## src/rtl/count_lap_tracker_pkg.sv

```systemverilog
// Shared definitions for the count lap tracker: event encodings, FSM states,
// the 10..40 counter range and the step classifier.
package count_lap_tracker_pkg;

  // Counter range, shared with the up/down counter that feeds this block.
  localparam logic [7:0] CNT_MIN = 8'd10;
  localparam logic [7:0] CNT_MAX = 8'd40;

  typedef enum logic [1:0] {
    EV_UP_WRAP    = 2'b00,
    EV_DOWN_WRAP  = 2'b01,
    EV_JUMP       = 2'b10,
    EV_DIR_CHANGE = 2'b11
  } ev_type_e;

  typedef enum logic [1:0] {
    ST_INIT  = 2'd0,
    ST_TRACK = 2'd1,
    ST_PEND  = 2'd2
  } state_e;

  typedef enum logic [2:0] {
    STEP_HOLD,
    STEP_UP,
    STEP_DOWN,
    STEP_UP_WRAP,
    STEP_DOWN_WRAP,
    STEP_JUMP
  } step_e;

  function automatic logic in_range(input logic [7:0] v);
    return (v >= CNT_MIN) && (v <= CNT_MAX);
  endfunction

  // Unit steps and wraps are only recognised between in-range values;
  // any other change is a jump.
  function automatic step_e classify_step(input logic [7:0] cur,
                                          input logic [7:0] prv);
    step_e s;
    if (cur == prv)                              s = STEP_HOLD;
    else if (!in_range(cur) || !in_range(prv))   s = STEP_JUMP;
    else if (prv == CNT_MAX && cur == CNT_MIN)   s = STEP_UP_WRAP;
    else if (prv == CNT_MIN && cur == CNT_MAX)   s = STEP_DOWN_WRAP;
    else if (cur == prv + 8'd1)                  s = STEP_UP;
    else if (cur + 8'd1 == prv)                  s = STEP_DOWN;
    else                                         s = STEP_JUMP;
    return s;
  endfunction

endpackage

```

## src/rtl/count_lap_tracker_slot.sv

```systemverilog
// Single-entry valid/ready event holder. A push while a record is pending and
// not being accepted is dropped and raises the sticky ovf flag.
module lap_event_slot
  import count_lap_tracker_pkg::*;
(
  input  logic       clk,
  input  logic       rst,
  input  logic       clr,
  input  logic       push,
  input  logic [1:0] push_type,
  input  logic [7:0] push_value,
  input  logic       ready,
  output logic       valid,
  output logic [1:0] ev_type,
  output logic [7:0] ev_value,
  output logic       ovf
);

  logic hs;
  assign hs = valid && ready;

  // Record register: load when empty or being accepted, otherwise hold.
  // NOTE: sequential state uses non-blocking assignments so every register
  // samples the pre-edge values, independent of statement order.
  always_ff @(posedge clk or negedge rst) begin
    if (!rst) begin
      valid    <= 1'b0;
      ev_type  <= 2'b00;
      ev_value <= 8'd0;
    end else if (push && (!valid || hs)) begin
      valid    <= 1'b1;
      ev_type  <= push_type;
      ev_value <= push_value;
    end else if (hs) begin
      valid    <= 1'b0;
    end
  end

  // Sticky overflow: set on a lost push, cleared only by clr (clr wins).
  always_ff @(posedge clk or negedge rst) begin
    if (!rst)                         ovf <= 1'b0;
    else if (clr)                     ovf <= 1'b0;
    else if (push && valid && !ready) ovf <= 1'b1;
  end

endmodule

```

## src/rtl/count_lap_tracker.sv

```systemverilog
// Count lap tracker: classifies each step of a 10..40 up/down counter, counts
// wraps in saturating totals and reports wrap/jump events through a one-entry
// valid/ready slot.
// Optional: define LAP_TRACKER_DIR_CHANGE_EN to also report direction changes.
module count_lap_tracker
  import count_lap_tracker_pkg::*;
(
  input  logic       clk,
  input  logic       rst,
  input  logic [7:0] count,
  input  logic       clr,
  input  logic       ev_ready,
  output logic       ev_valid,
  output logic [1:0] ev_type,
  output logic [7:0] ev_value,
  output logic [7:0] up_laps,
  output logic [7:0] down_laps,
  output logic       ovf
);

  state_e     state, state_nxt;
  logic [7:0] prev;
  step_e      step;
  logic       ev_gen;
  ev_type_e   ev_kind;
  logic       tracking;
  logic       push;
  logic       hs;

  assign step = classify_step(count, prev);
  assign hs   = ev_valid && ev_ready;

`ifdef LAP_TRACKER_DIR_CHANGE_EN
  logic dir_up;

  // Last direction: changed by unit steps and wraps only.
  always_ff @(posedge clk or negedge rst) begin
    if (!rst) dir_up <= 1'b1;
    else if (tracking) begin
      if (step == STEP_UP || step == STEP_UP_WRAP)          dir_up <= 1'b1;
      else if (step == STEP_DOWN || step == STEP_DOWN_WRAP) dir_up <= 1'b0;
    end
  end
`endif

  // Event selection from the step class; wraps take priority over direction.
  // NOTE: every always_comb output gets a default first so no path infers a latch.
  always_comb begin
    ev_gen  = 1'b0;
    ev_kind = EV_JUMP;
    case (step)
      STEP_UP_WRAP:   begin ev_gen = 1'b1; ev_kind = EV_UP_WRAP;   end
      STEP_DOWN_WRAP: begin ev_gen = 1'b1; ev_kind = EV_DOWN_WRAP; end
      STEP_JUMP:      begin ev_gen = 1'b1; ev_kind = EV_JUMP;      end
`ifdef LAP_TRACKER_DIR_CHANGE_EN
      STEP_UP:        begin ev_gen = !dir_up; ev_kind = EV_DIR_CHANGE; end
      STEP_DOWN:      begin ev_gen = dir_up;  ev_kind = EV_DIR_CHANGE; end
`endif
      default: ;
    endcase
  end

  // FSM state register.
  always_ff @(posedge clk or negedge rst) begin
    if (!rst) state <= ST_INIT;
    else      state <= state_nxt;
  end

  // FSM next state.
  always_comb begin
    state_nxt = state;
    case (state)
      ST_INIT:  state_nxt = ST_TRACK;
      ST_TRACK: if (push) state_nxt = ST_PEND;
      ST_PEND:  if (hs && !push) state_nxt = ST_TRACK;
      default:  state_nxt = ST_INIT;
    endcase
  end

  // FSM outputs: the INIT sample only seeds prev.
  always_comb begin
    tracking = (state != ST_INIT);
    push     = tracking && ev_gen;
  end

  // Previous sample register.
  always_ff @(posedge clk or negedge rst) begin
    if (!rst) prev <= 8'd0;
    else      prev <= count;
  end

  // Saturating lap totals; clr has priority over a same-cycle wrap.
  always_ff @(posedge clk or negedge rst) begin
    if (!rst) begin
      up_laps   <= 8'd0;
      down_laps <= 8'd0;
    end else if (clr) begin
      up_laps   <= 8'd0;
      down_laps <= 8'd0;
    end else if (tracking) begin
      if (step == STEP_UP_WRAP && up_laps != 8'hFF)
        up_laps <= up_laps + 8'd1;
      if (step == STEP_DOWN_WRAP && down_laps != 8'hFF)
        down_laps <= down_laps + 8'd1;
    end
  end

  lap_event_slot u_slot (
    .clk        (clk),
    .rst        (rst),
    .clr        (clr),
    .push       (push),
    .push_type  (ev_kind),
    .push_value (count),
    .ready      (ev_ready),
    .valid      (ev_valid),
    .ev_type    (ev_type),
    .ev_value   (ev_value),
    .ovf        (ovf)
  );

endmodule

```

## config.mk

```make
export PLATFORM = sky130hd
export DESIGN_NAME = count_lap_tracker
export DESIGN_NICKNAME = d
export VERILOG_FILES = /design/src/rtl/count_lap_tracker_pkg.sv /design/src/rtl/count_lap_tracker_slot.sv /design/src/rtl/count_lap_tracker.sv
export SDC_FILE = /design/constraint.sdc
export NUM_CORES = 1
export LEC_CHECK = 0
export CORE_MARGIN = 2
export CORE_UTILIZATION = 55
export CTS_BUF_LIST = sky130_fd_sc_hd__clkbuf_4 sky130_fd_sc_hd__clkbuf_8
export CTS_CLUSTER_DIAMETER = 60
export DETAILED_ROUTE_END_ITERATION = 8
export PLACE_DENSITY = 0.83
export REMOVE_ABC_BUFFERS = 1
export SLEW_MARGIN = 15
export SYNTH_ARGS = -nofsm -noshare
export SYNTH_HDL_FRONTEND = slang
export SYNTH_SLANG_ARGS = --single-unit
```

## constraint.sdc

```tcl
create_clock -name clk -period 2.3 [get_ports clk]
set_input_delay 0.345 -clock clk [delete_from_list [all_inputs] [get_ports clk]]
set_output_delay 0.345 -clock clk [all_outputs]
set_load 0.01 [all_outputs]
```

======== Yosys cells after proc, flatten, opt, wreduce, memory -nomap -nowiden ========
Cells that the tools add are included.
word-level totals
  flip-flop bits (word level) ............. 38
operators by class
  mux-type cells .......................... 21
  $add $sub $neg .......................... 4
  magnitude comparators ................... 4
  reduce and logical (&&, ||, !) cells .... 30
  eq/ne operators ......................... 16
operators with widths
  kind                                                                    number
  8-bit 2-to-1 mux                                                        6
  8-bit by 1-bit adder with 8-bit output (second input constant)          4
  8-bit == test                                                           3
  3-bit 2-to-1 mux                                                        6
  8-bit by 4-bit == test with 1-bit output (second input constant)        2
  8-bit by 6-bit == test with 1-bit output (second input constant)        2
  8-bit by 4-bit >= comparator with 1-bit output (second input constant)  2
  8-bit by 6-bit <= comparator with 1-bit output (second input constant)  2
  8-bit inequality test (second input constant)                           2
  1-bit logical AND                                                       12
  2-bit nonzero test                                                      6
  3-bit == test (second input constant)                                   2
  2-bit one-hot mux with 3 select lines                                   1
  2-bit AND reduction                                                     3
  1-bit zero test                                                         5
  1-bit 2-to-1 mux                                                        5
  2-bit 2-to-1 mux                                                        2
  2-bit inequality test (second input constant)                           2
  2-bit one-hot mux with 2 select lines                                   1
  3-bit by 2-bit == test with 1-bit output (second input constant)        1
  3-bit OR reduction                                                      1
  2-bit by 1-bit == test with 1-bit output (second input constant)        1
  2-bit == test (second input constant)                                   1
  2-bit zero test                                                         1
  1-bit logical OR                                                        2

======== Depth between registers and ports, before layout ========
Gate-level depths: netlist of run 1.
  depth in word-level cells ............... 16
  depth in mapped cells ................... 9
  depth with buffers taken out ............ 8

======== By module ========
Synthesis of run 1 repeated with hierarchy kept, for this count alone.
second synthesis, totals
  cells, all modules ...................... 220
  area total of the unflattened synthesis .. 2239.6 um^2
by module, submodules not included
  module             cells each  instances  area an instance (um^2)  sequential area each (um^2)
  count_lap_tracker  192         1          1780.5                   650.6
  lap_event_slot     28          1          459.2                    300.3

======== Worst setup path before layout of run 1 ========
OpenSTA, ideal clock, no wires.
  kind .................................... input -> register
  from .................................... in count[0]
  to ...................................... reg u_slot.ev_value[0]
  slack ................................... 0.111 ns
  setup time .............................. 0.125 ns
  data arrival time ....................... 2.064 ns
  required time ........................... 2.175 ns
  cell stages on the path ................. 9
  cell sequence ........................... clkbuf_2 > inv_1 > ha_1 > o31ai_1 > a22oi_1 > and4bb_4 > a31oi_4 > o2111ai_4 > mux2_4
between the ends
  word-level cells in the longest chain between the ends .. 13
  elaborated cells between the ends (all ways) .. 26
  classes of those cells .................. add/sub: 1; order compare: 2; eq/ne: 8; mux: 7; reduce/logical: 8
ends and longest elaborated chain
  element                                                                    line                          text
  start, declared                                                            count_lap_tracker.sv:10       input logic [7:0] count,
  8-bit by 1-bit adder with 8-bit output                                     count_lap_tracker_pkg.sv:45   else if (cur + 8'd1 == prv) s = STEP_DOWN;
  8-bit == test                                                              count_lap_tracker_pkg.sv:45
  3-bit 2-to-1 mux                                                           count_lap_tracker_pkg.sv:45
  3-bit 2-to-1 mux                                                           count_lap_tracker_pkg.sv:44   else if (cur == prv + 8'd1) s = STEP_UP;
  3-bit 2-to-1 mux                                                           count_lap_tracker_pkg.sv:43   else if (prv == CNT_MIN && cur == CNT_MAX) s = STEP_DOWN_WRAP;
  3-bit 2-to-1 mux                                                           count_lap_tracker_pkg.sv:42   else if (prv == CNT_MAX && cur == CNT_MIN) s = STEP_UP_WRAP;
  3-bit 2-to-1 mux                                                           count_lap_tracker_pkg.sv:41   else if (!in_range(cur) || !in_range(prv)) s = STEP_JUMP;
  3-bit 2-to-1 mux                                                           count_lap_tracker_pkg.sv:40   if (cur == prv) s = STEP_HOLD;
  3-bit by 2-bit == test with 1-bit output or 3-bit == test (tied branches)  count_lap_tracker.sv:51       case (step)
  3-bit OR reduction (no source line)                                        --
  1-bit 2-to-1 mux                                                           count_lap_tracker.sv:51
  1-bit logical AND                                                          count_lap_tracker.sv:83       push = tracking && ev_gen;
  1-bit logical AND                                                          count_lap_tracker_slot.sv:30  end else if (push && (!valid || hs)) begin
  end signal, assigned                                                       count_lap_tracker_slot.sv:33  ev_value <= push_value;
  end, declared                                                              count_lap_tracker_slot.sv:15  output logic [7:0] ev_value,
Several ways; a longest one is shown, not always the timed one.
A chain may end at the register's enable or synchronous reset.

======== Worst setup path after layout of run 1 ========
  from .................................... in count[2]
  to ...................................... reg u_slot.ev_value[2]
The elaborated chain is that of the path after synthesis.

==> results of run 1 <==
-- worst paths after layout --
path	start	endpoint	slack, ns	cells after the start
worst min-delay path	count[5]	prev[5]	0.44	2
min in group asynchronous	rst	down_laps[1]	0.48	2
worst max register to register	prev[0]	u_slot.ev_value[2]	0.10	7
worst max-delay path	count[2]	u_slot.ev_value[2]	0.06	8
worst min register to register	u_slot.ev_value[3]	u_slot.ev_value[3]	0.51	1
max in group asynchronous	rst	prev[0]	1.45	2
-- logic make-up after synthesis --
group / Yosys count / share of synthesized area
AOI/OAI and AO/OA: 31 / 0.107
DFF: 38 / 0.421
xor gates and xnor gates: 25 / 0.100
adders and majority gates: 6 / 0.0333
muxes: 12 / 0.0626
buffers and inverters: 14 / 0.0394
and+or+nand+nor: 80 / 0.236
-- layout make-up --
class | count | area (µm²) | share of cell area
repair buffers | 77 | 676 | 0.220
clock inverters | 1 | 5.00 | 0.00163
clock buffers | 7 | 90.1 | 0.0294
flip-flops and latches | 38 | 952 | 0.311
inverters | 5 | 18.8 | 0.00612
multi-input cells | 155 | 1260 | 0.411
well taps | 50 | 62.6 | 0.0204
-- synthesized netlist by cell type, types with 3 or more instances --
| master | count | area, µm² |
|---|---|---|
| a31oi_1 | 3 | 18.8 |
| nand2b_1 | 3 | 18.8 |
| nor4_1 | 3 | 18.8 |
| o21a_1 | 3 | 22.5 |
| mux2_2 | 5 | 56.3 |
| nor2_1 | 22 | 82.6 |
| xnor2_1 | 10 | 87.6 |
| nor3_1 | 4 | 20.0 |
| nand4_1 | 10 | 62.6 |
| dfrtp_1 | 38 | 951 |
| nand3_1 | 5 | 25.0 |
| buf_6 | 4 | 45.0 |
| xor2_1 | 14 | 123 |
| inv_1 | 5 | 18.8 |
| a21oi_1 | 4 | 20.0 |
| mux2_4 | 3 | 45.0 |
| nand2_1 | 7 | 26.3 |
| o21ai_0 | 7 | 35.0 |
| mux2i_1 | 4 | 40.0 |
| ha_1 | 6 | 75.1 |
| and3_1 | 5 | 31.3 |
-- report_power, final --
| group | switching [mW] | internal, mW |
|---|---|---|
| logic | 0.314 | 0.416 |
| registers | 0.108 | 0.779 |
| clock network | 0.223 | 0.253 |
| total | 0.645 | 1.45 |
-- per-layer routing --
metal,global-route usage,vias to the layer above,share of wire
li1,-,905,-
met1,0.322,938,0.42
met2,0.458,57,0.52
met3,0.0526,5,0.052
met4,0.0850,0,0.011
met5,0,-,0
-- registers in the layout, indices dropped and copies added (netlist names) --
name             count
u_slot.valid         1
state                2
down_laps            8
u_slot.ev_type       2
prev                 8
u_slot.ev_value      8
u_slot.ovf           1
up_laps              8
-- worst register-to-register path, cell delays in order (launching register included) --
cell	delay, ns
dfrtp_2	0.44
buf_4	0.15
nor4_1	0.28
o22ai_1	0.12
and4bb_4	0.37
o211ai_2	0.17
o2111ai_4	0.18
mux2_2	0.38
-- repair_timing --
item | in CTS | in global routing
setup endpoints to repair | 10 | 10
gates resized for setup | 4 | 4
pin swaps | 3 | 4
gates cloned | 1 | 0
hold endpoints to repair | 0 | 0
==> results.json, run 1 <==
{
  "status": "completed",
  "setup_viol": 0,
  "cts_made_buffers": 5,
  "cp-start-kind": "input pin",
  "post-dp-hpwl_um": 3930,
  "synth_warnings": 0,
  "critPathBufInv": 2,
  "ys.flop_type": "dfrtp_1",
  "antenna_cells": 0,
  "antenna_found_initial": 0,
  "finish.instance_area_um2": 3060,
  "clk_pin_slew_worst_paths_ns": 0.07,
  "worstPathCellList": "clkdlybuf4s50_1, buf_4, nand3_1, o21a_1, nor4_4, o211ai_2, o2111ai_4, mux2_2",
  "syn_inst": 206,
  "clock-sinks": 38,
  "worst_slack_ns": 0.0553,
  "synth.avg_cell_area_um2": 11.0,
  "power_mw": 2.09,
  "chipWidth_um": 68.1,
  "coreArea_um2": 3970,
  "die_area_um2": 4630,
  "final_common_cell": "buf_4",
  "fin_crit_sh": 0.976,
  "rows": 23,
  "finalHoldViolations": 0,
  "clock_latency_ns": 0.29,
  "drive_gt1_frac": 0.269,
  "final_cells": 333,
  "cp-end-kind": "flop",
  "placedCellCount": 324,
  "vias_per_cell": 5.72,
  "slew_headroom": 0.598,
  "placed_cell_area_um2": 2930,
  "gr-total-overflow": 0,
  "drc": 0,
  "period_minus_slack_ns": 2.24,
  "worst_pin_slew_ns": 0.601,
  "critPathSlowestCell": "clkdlybuf4s50_1",
  "critPathArrivalTime_ns": 2.41,
  "cp_max_fo": 5,
  "vias": 1905,
  "cts_tree": "built",
  "most-common-layout-cells": "buf_4, dfrtp_1, clkdlybuf4s50_1",
  "ys_seq_elements": 38,
  "clockBufferDepth": 2,
  "utilization": 0.772,
  "path_delay_family": "buffers and inverters",
  "worstSetupPathType": "in2reg",
  "initial_core_util": 0.568,
  "die_h_um": 68.1,
  "wire_per_inst_um": 16.5,
  "num_io_pins": 40,
  "vdd_drop_max_uv": 448,
  "seq_area_frac_synth": 0.421,
  "firstDrtPassIters": 4,
  "h-tree-depth": 2,
  "drv_slew": 0,
  "async_reset_ff_frac": 1.00,
  "area_growth_syn_to_layout_pct": 35.8,
  "grt_pass1_vias": 1856,
  "cts_root_buf": "clkbuf_8",
  "cp.required_ns": 2.47,
  "worstHoldPathType": "in2reg",
  "ant_nets": 0,
  "ys_types": 52,
  "power_density_nw_per_um2": 683,
  "holdWs_ns": 0.439,
  "n_fill_cell": 267,
  "postCtsHoldBufs": 0,
  "numPortBuffers": 39,
  "pre_cts_ws_ns": -0.400,
  "track_usage": 0.261,
  "syn-cell-area_um2": 2260,
  "fmax_mhz": 445,
  "fin_skew_ns": 0.00527,
  "post_cts_buffers": 0,
  "grt_max_degree": 39,
  "wl_um": 5510,
  "cpPeakStageDelay_ns": 0.52,
  "setup-tns-final_ns": 0,
  "globalplace.congestion": 0.860,
  "p_leak_nw": 1.35,
  "first_iter_violations": 90,
  "fin_nets": 300,
  "drv_cap": 0,
  "synth_edf_count": 0,
  "grt_pass1_wl_um": 8870
}
Note: power is estimated with default switching activity, not from simulation.
==> inputs of run 2 (changes only) <==
--- a/config.mk
+++ b/config.mk
@@ -5,11 +5,13 @@
 export SDC_FILE = /design/constraint.sdc
 export NUM_CORES = 1
 export LEC_CHECK = 0
+export CORE_ASPECT_RATIO = 0.8
 export CORE_MARGIN = 2
 export CORE_UTILIZATION = 55
 export CTS_BUF_LIST = sky130_fd_sc_hd__clkbuf_4 sky130_fd_sc_hd__clkbuf_8
 export CTS_CLUSTER_DIAMETER = 60
 export DETAILED_ROUTE_END_ITERATION = 8
+export GPL_TIMING_DRIVEN = 0
 export PLACE_DENSITY = 0.83
 export REMOVE_ABC_BUFFERS = 1
 export SLEW_MARGIN = 15
==> run 2 against run 1 <==
  * Global-route usage fell by 3.1 points
  * First-iteration DRC count rose by 80%
  * Wire length fell by 3.8%
  * Worst setup slack lost 0.075 ns
  * Worst hold slack got worse by 0.15 ns
  * Final area down 3.5%
  * Register-to-register slack lost 0.06 ns
  * The flow now finishes with violations (negative setup slack)
==> results.json, run 2 (same netlist as run 1, synthesis figures left out) <==
{
  "status": "finished, violations left",
  "violations": "negative setup slack",
  "power_density_nw_per_um2": 776,
  "critPathArrivalTime_ns": 2.48,
  "cp.required_ns": 2.46,
  "drc": 0,
  "num_io_pins": 40,
  "clockBufferDepth": 2,
  "area_growth_syn_to_layout_pct": 31.0,
  "most-common-layout-cells": "dfrtp_1, clkdlybuf4s50_1, nor2_1",
  "hold_path.startpoint": "count[0]",
  "r2r_start": "prev[1]",
  "multi_input_area_um2": 1280,
  "p_comb_frac": 0.310,
  "h-tree-depth": 2,
  "n_fill_cell": 251,
  "slew_headroom": 0.589,
  "period_minus_slack_ns": 2.32,
  "p_clk_frac": 0.302,
  "cts_root_buf": "clkbuf_8",
  "cp-end-kind": "flop",
  "p_seq_frac": 0.388,
  "fin_skew_ns": 0.0109,
  "power.switching_uw": 654,
  "cts_made_buffers": 5,
  "cts_tree": "built",
  "final_common_cell": "dfrtp_1",
  "drv_cap": 0,
  "die_h_um": 61.3,
  "vias": 1853,
  "internal_power_mw": 1.64,
  "vdd_drop_max_uv": 731,
  "fin_nets": 274,
  "wire_per_inst_um": 17.0,
  "grt_pass1_wl_um": 7940,
  "utilization": 0.762,
  "antenna_cells": 0,
  "rsz0062_at_grt": "true",
  "cp-start-kind": "input pin",
  "globalplace.congestion": 0.877,
  "worstHoldPathType": "in2reg",
  "setup_viol": 3,
  "post-dp-hpwl_um": 3170,
  "cp_max_fo": 11,
  "rows": 20,
  "worst_pin_slew_ns": 0.614,
  "fin_crit_sh": 1.01,
  "initial_core_util": 0.582,
  "ant_nets": 0,
  "p_leak_nw": 1.25,
  "antenna_found_initial": 0,
  "drv_slew": 0,
  "firstDrtPassIters": 4,
  "drive_gt1_frac": 0.237,
  "clock-sinks": 38,
  "clock_latency_ns": 0.29,
  "worstSetupPathType": "in2reg",
  "track_usage": 0.230,
  "finalHoldViolations": 0,
  "coreArea_um2": 3880,
  "power_mw": 2.29,
  "die_area_um2": 4640,
  "clk_pin_slew_worst_paths_ns": 0.07,
  "grt_max_degree": 28,
  "first_iter_violations": 162,
  "numPortBuffers": 39,
  "worst_slack_ns": -0.0193,
  "fmax_mhz": 431,
  "setup.worst_path.start": "count[1]",
  "wl_um": 5300,
  "swShare": 0.285,
  "vias_per_cell": 5.94,
  "chipWidth_um": 75.6,
  "grt_pass1_vias": 1714,
  "regArea_um2": 956,
  "gr-total-overflow": 0
}
[run 2: changes by cell type in the layout (fill, tap and decap cells not counted), moves of 2 or more]
cell | previous run | this run
buf_4 | 38 | 9
clkdlybuf4s50_1 | 36 | 32
dfrtp_1 | 37 | 34
dfrtp_2 | 1 | 4
buf_12 | 0 | 2
buf_2 | 0 | 2
bufinv_16 | 0 | 2
clkbuf_2 | 0 | 2
ha_1 | 6 | 4
ha_2 | 0 | 2
[run 2: routing by layer]
layer	vias to the layer above	wire [µm]	global-route usage
met4	0	77	0.0952
met3	8	388	0.0507
met5	-	0	0
met2	86	2540	0.354
li1	847	-	-
met1	912	2290	0.320
[run 2: per-stage QoR]
step / cell area [µm²] / worst slack (ns) / instances / setup TNS [ns] / hold WS (ns)
floorplan: 2190 / 0.189 / 197 / 0 / 0.0494
finish: 2960 / -0.0193 / 312 / -0.0392 / 0.293
global route: 2960 / -0.0907 / 312 / -0.483 / 0.279
CTS: 2890 / -0.00218 / 305 / -0.00218 / 0.402
global placement: 2650 / -0.698 / 291 / -11.15 / 0.492
detailed placement: 2660 / -0.731 / 292 / -11.88 / 0.239
[run 2: worst paths after layout]
kind	to	slack, ns	cells after the start
worst max-delay path	u_slot.ev_value[0]	-0.02	8
worst min-delay path	prev[0]	0.29	1
worst max register to register	u_slot.ev_value[0]	0.04	7
worst min register to register	u_slot.ev_value[3]	0.51	1
max in group asynchronous	prev[2]	1.37	3
min in group asynchronous	down_laps[6]	0.48	2
[run 2: power by group through the flow]
stage	Combinational [mW]	Clock, mW	Sequential [mW]
after detailed placement	0.639	0	0.883
after global routing	0.760	0.734	0.905
after global placement	0.625	0	0.878
final	0.711	0.693	0.891
after floorplan	0.321	0	0.911
after CTS	0.686	0.701	0.886
[run 2: critical path, cell delays in order]
cell and delay [ns]:
clkdlybuf4s15_2 0.30, ha_1 0.25, o31ai_1 0.25, a22oi_1 0.16, and4bb_4 0.25, a31oi_4 0.31, o2111ai_4 0.26, mux2_4 0.36
[run 2: repair_timing]
action	CTS	global route
hold endpoints to repair	11	0
resized for setup	15	13
endpoints found under the setup margin	15	11
cloned	1	0
pin swaps	3	4
buffers inserted	3	7
hold buffers	1	0
[run 2: layout make-up]
type	instances	area share
tap	55	0.0233
inverter	5	0.00635
sequential	38	0.323
multi-input combinational	155	0.433
clock buffer	6	0.0279
clock inverter	2	0.0203
timing repair buffer	51	0.166
==> inputs of run 3 (changes only) <==
--- a/config.mk
+++ b/config.mk
@@ -12,6 +12,7 @@
 export CTS_CLUSTER_DIAMETER = 60
 export DETAILED_ROUTE_END_ITERATION = 8
 export GPL_TIMING_DRIVEN = 0
+export MAX_ROUTING_LAYER = met4
 export PLACE_DENSITY = 0.83
 export REMOVE_ABC_BUFFERS = 1
 export SLEW_MARGIN = 15
==> run 3 against run 2 <==
  * Wire length up 0.36%
  * The flow still finishes with violations (negative setup slack)
  * Highest routed layer unchanged
  * Critical path type unchanged
  * Critical path depth unchanged
  * Total power up 0.13%
  * Largest power group unchanged
==> results.json, run 3 (same netlist as run 1, synthesis figures left out) <==
{
  "cp-start-kind": "input pin",
  "violations": "negative setup slack",
  "slew_headroom": 0.577,
  "vias": 1841,
  "status": "finished, violations left",
  "swShare": 0.286,
  "num_io_pins": 40,
  "antenna_cells": 0,
  "rows": 20,
  "ant_nets": 0,
  "critPathSlowestCell": "mux2_4",
  "critPathBufInv": 1,
  "vias_per_cell": 5.90,
  "setup-tns-final_ns": -0.00754,
  "h-tree-depth": 2,
  "die_h_um": 61.3,
  "drv_cap": 0,
  "power_mw": 2.30,
  "worst_pin_slew_ns": 0.632,
  "reg2reg_depth": 7,
  "grtUsageMet3": 0.0507,
  "fmax_mhz": 433,
  "met2_usage": 0.352,
  "gr-total-overflow": 0,
  "rsz0062_at_grt": "true",
  "cp.required_ns": 2.47,
  "wire_per_inst_um": 17.0,
  "first_iter_violations": 165,
  "clock_latency_ns": 0.29,
  "r2r_slack_ns": 0.05,
  "worst_slack_ns": -0.00754,
  "cts_made_buffers": 5,
  "holdWs_ns": 0.291,
  "p_seq_frac": 0.388,
  "globalplace.congestion": 0.892,
  "n_fill_cell": 251,
  "finalHoldViolations": 0,
  "fin_crit_sh": 1.00,
  "cts_root_buf": "clkbuf_8",
  "most-common-layout-cells": "dfrtp_1, clkdlybuf4s50_1, nor2_1",
  "power.switching_uw": 657,
  "p_clk_frac": 0.303,
  "internal_power_mw": 1.64,
  "clk_pin_slew_worst_paths_ns": 0.07,
  "antenna_found_initial": 0,
  "final_common_cell": "dfrtp_1",
  "worstPathCellList": "clkdlybuf4s15_2, ha_1, o31ai_1, a22oi_1, and4bb_4, a31oi_4, o2111ai_4, mux2_4",
  "placedCellCount": 292,
  "top_usage_layer": "met2",
  "track_usage": 0.239,
  "worstSetupPathType": "in2reg",
  "min_path_cells": 1,
  "p_comb_frac": 0.309,
  "firstDrtPassIters": 4,
  "cp-end-kind": "flop",
  "cpPeakStageDelay_ns": 0.36,
  "placed_cell_area_um2": 2660,
  "final_cells": 312,
  "chipWidth_um": 75.6,
  "drive_gt1_frac": 0.237,
  "initial_core_util": 0.582,
  "fin_skew_ns": 0.0114,
  "vdd_drop_max_uv": 731,
  "path_delay_family": "compound AO/OA/AOI/OAI gates",
  "setup_viol": 1,
  "r2r_start": "prev[1]",
  "die_area_um2": 4640,
  "cts_tree": "built",
  "grt_pass1_wl_um": 7980,
  "cp_max_fo": 11,
  "drc": 0,
  "clockBufferDepth": 2,
  "drv_slew": 0,
  "fin_nets": 274,
  "r2r-end": "u_slot.ev_value[0]",
  "finish.instance_area_um2": 2960,
  "use_met1": 0.325,
  "grt_max_degree": 28,
  "worstHoldPathType": "in2reg",
  "coreArea_um2": 3880,
  "wl_um": 5320,
  "hold_path.startpoint": "count[0]",
  "whs_endpoint": "prev[0]",
  "period_minus_slack_ns": 2.31,
  "power_density_nw_per_um2": 777,
  "post-dp-hpwl_um": 3170,
  "area_growth_syn_to_layout_pct": 31.0,
  "grt_pass1_vias": 1703,
  "clock-sinks": 38,
  "numPortBuffers": 39,
  "p_leak_nw": 1.25,
  "critPathArrivalTime_ns": 2.47
}
run 3: layout make-up:
cell class              instances  area, µm²  share of cell area
well taps                      55       68.8              0.0233
inverters                       5       18.8             0.00635
clock inverters                 2       60.1              0.0203
flip-flops and latches         38        956               0.323
clock buffers                   6       82.6              0.0279
repair buffers                 51        490               0.166
multi-input cells             155       1280               0.433
run 3: power by group through the flow:
| stage | clock network (mW) | registers (mW) | logic [mW] |
|---|---|---|---|
| 5_1_grt | 0.734 | 0.905 | 0.760 |
| 3_3_place_gp | 0 | 0.878 | 0.625 |
| 6_report | 0.695 | 0.892 | 0.711 |
| 2_1_floorplan | 0 | 0.911 | 0.321 |
| 4_1_cts | 0.701 | 0.886 | 0.686 |
| 3_5_place_dp | 0 | 0.883 | 0.639 |
run 3: per-layer routing:
| layer | up-vias | share of wire |
|---|---|---|
| met1 | 918 | 0.45 |
| met5 | - | 0 |
| met3 | 6 | 0.064 |
| met2 | 67 | 0.48 |
| li1 | 850 | - |
| met4 | 0 | 0.012 |
run 3: how the worst max path moves through the flow:
stage	to	startpoint	cells after the start	slack (ns)
CTS	u_slot.ev_value[0]	prev[0]	8	-0.002
floorplan	u_slot.ev_value[0]	prev[0]	8	0.19
finish	u_slot.ev_value[0]	count[1]	8	-0.008
global placement	u_slot.ev_value[0]	count[1]	8	-0.70
global route	u_slot.ev_value[0]	count[1]	8	-0.09
detailed placement	u_slot.ev_value[0]	count[1]	8	-0.73
run 3: what timing repair did:
item	4_1_cts	5_1_grt
pin swaps	3	4
setup endpoints to repair	15	11
gates cloned	1	0
hold buffers	1	0
setup buffers	3	7
hold endpoints to repair	11	0
resized for setup	15	13
run 3: stage by stage:
stage | setup slack, ns | util
floorplan | 0.189 | -
global placement | -0.698 | 0.682
global route | -0.0907 | 0.762
CTS | -0.00218 | 0.744
detailed placement | -0.731 | 0.686
finish | -0.00754 | 0.762
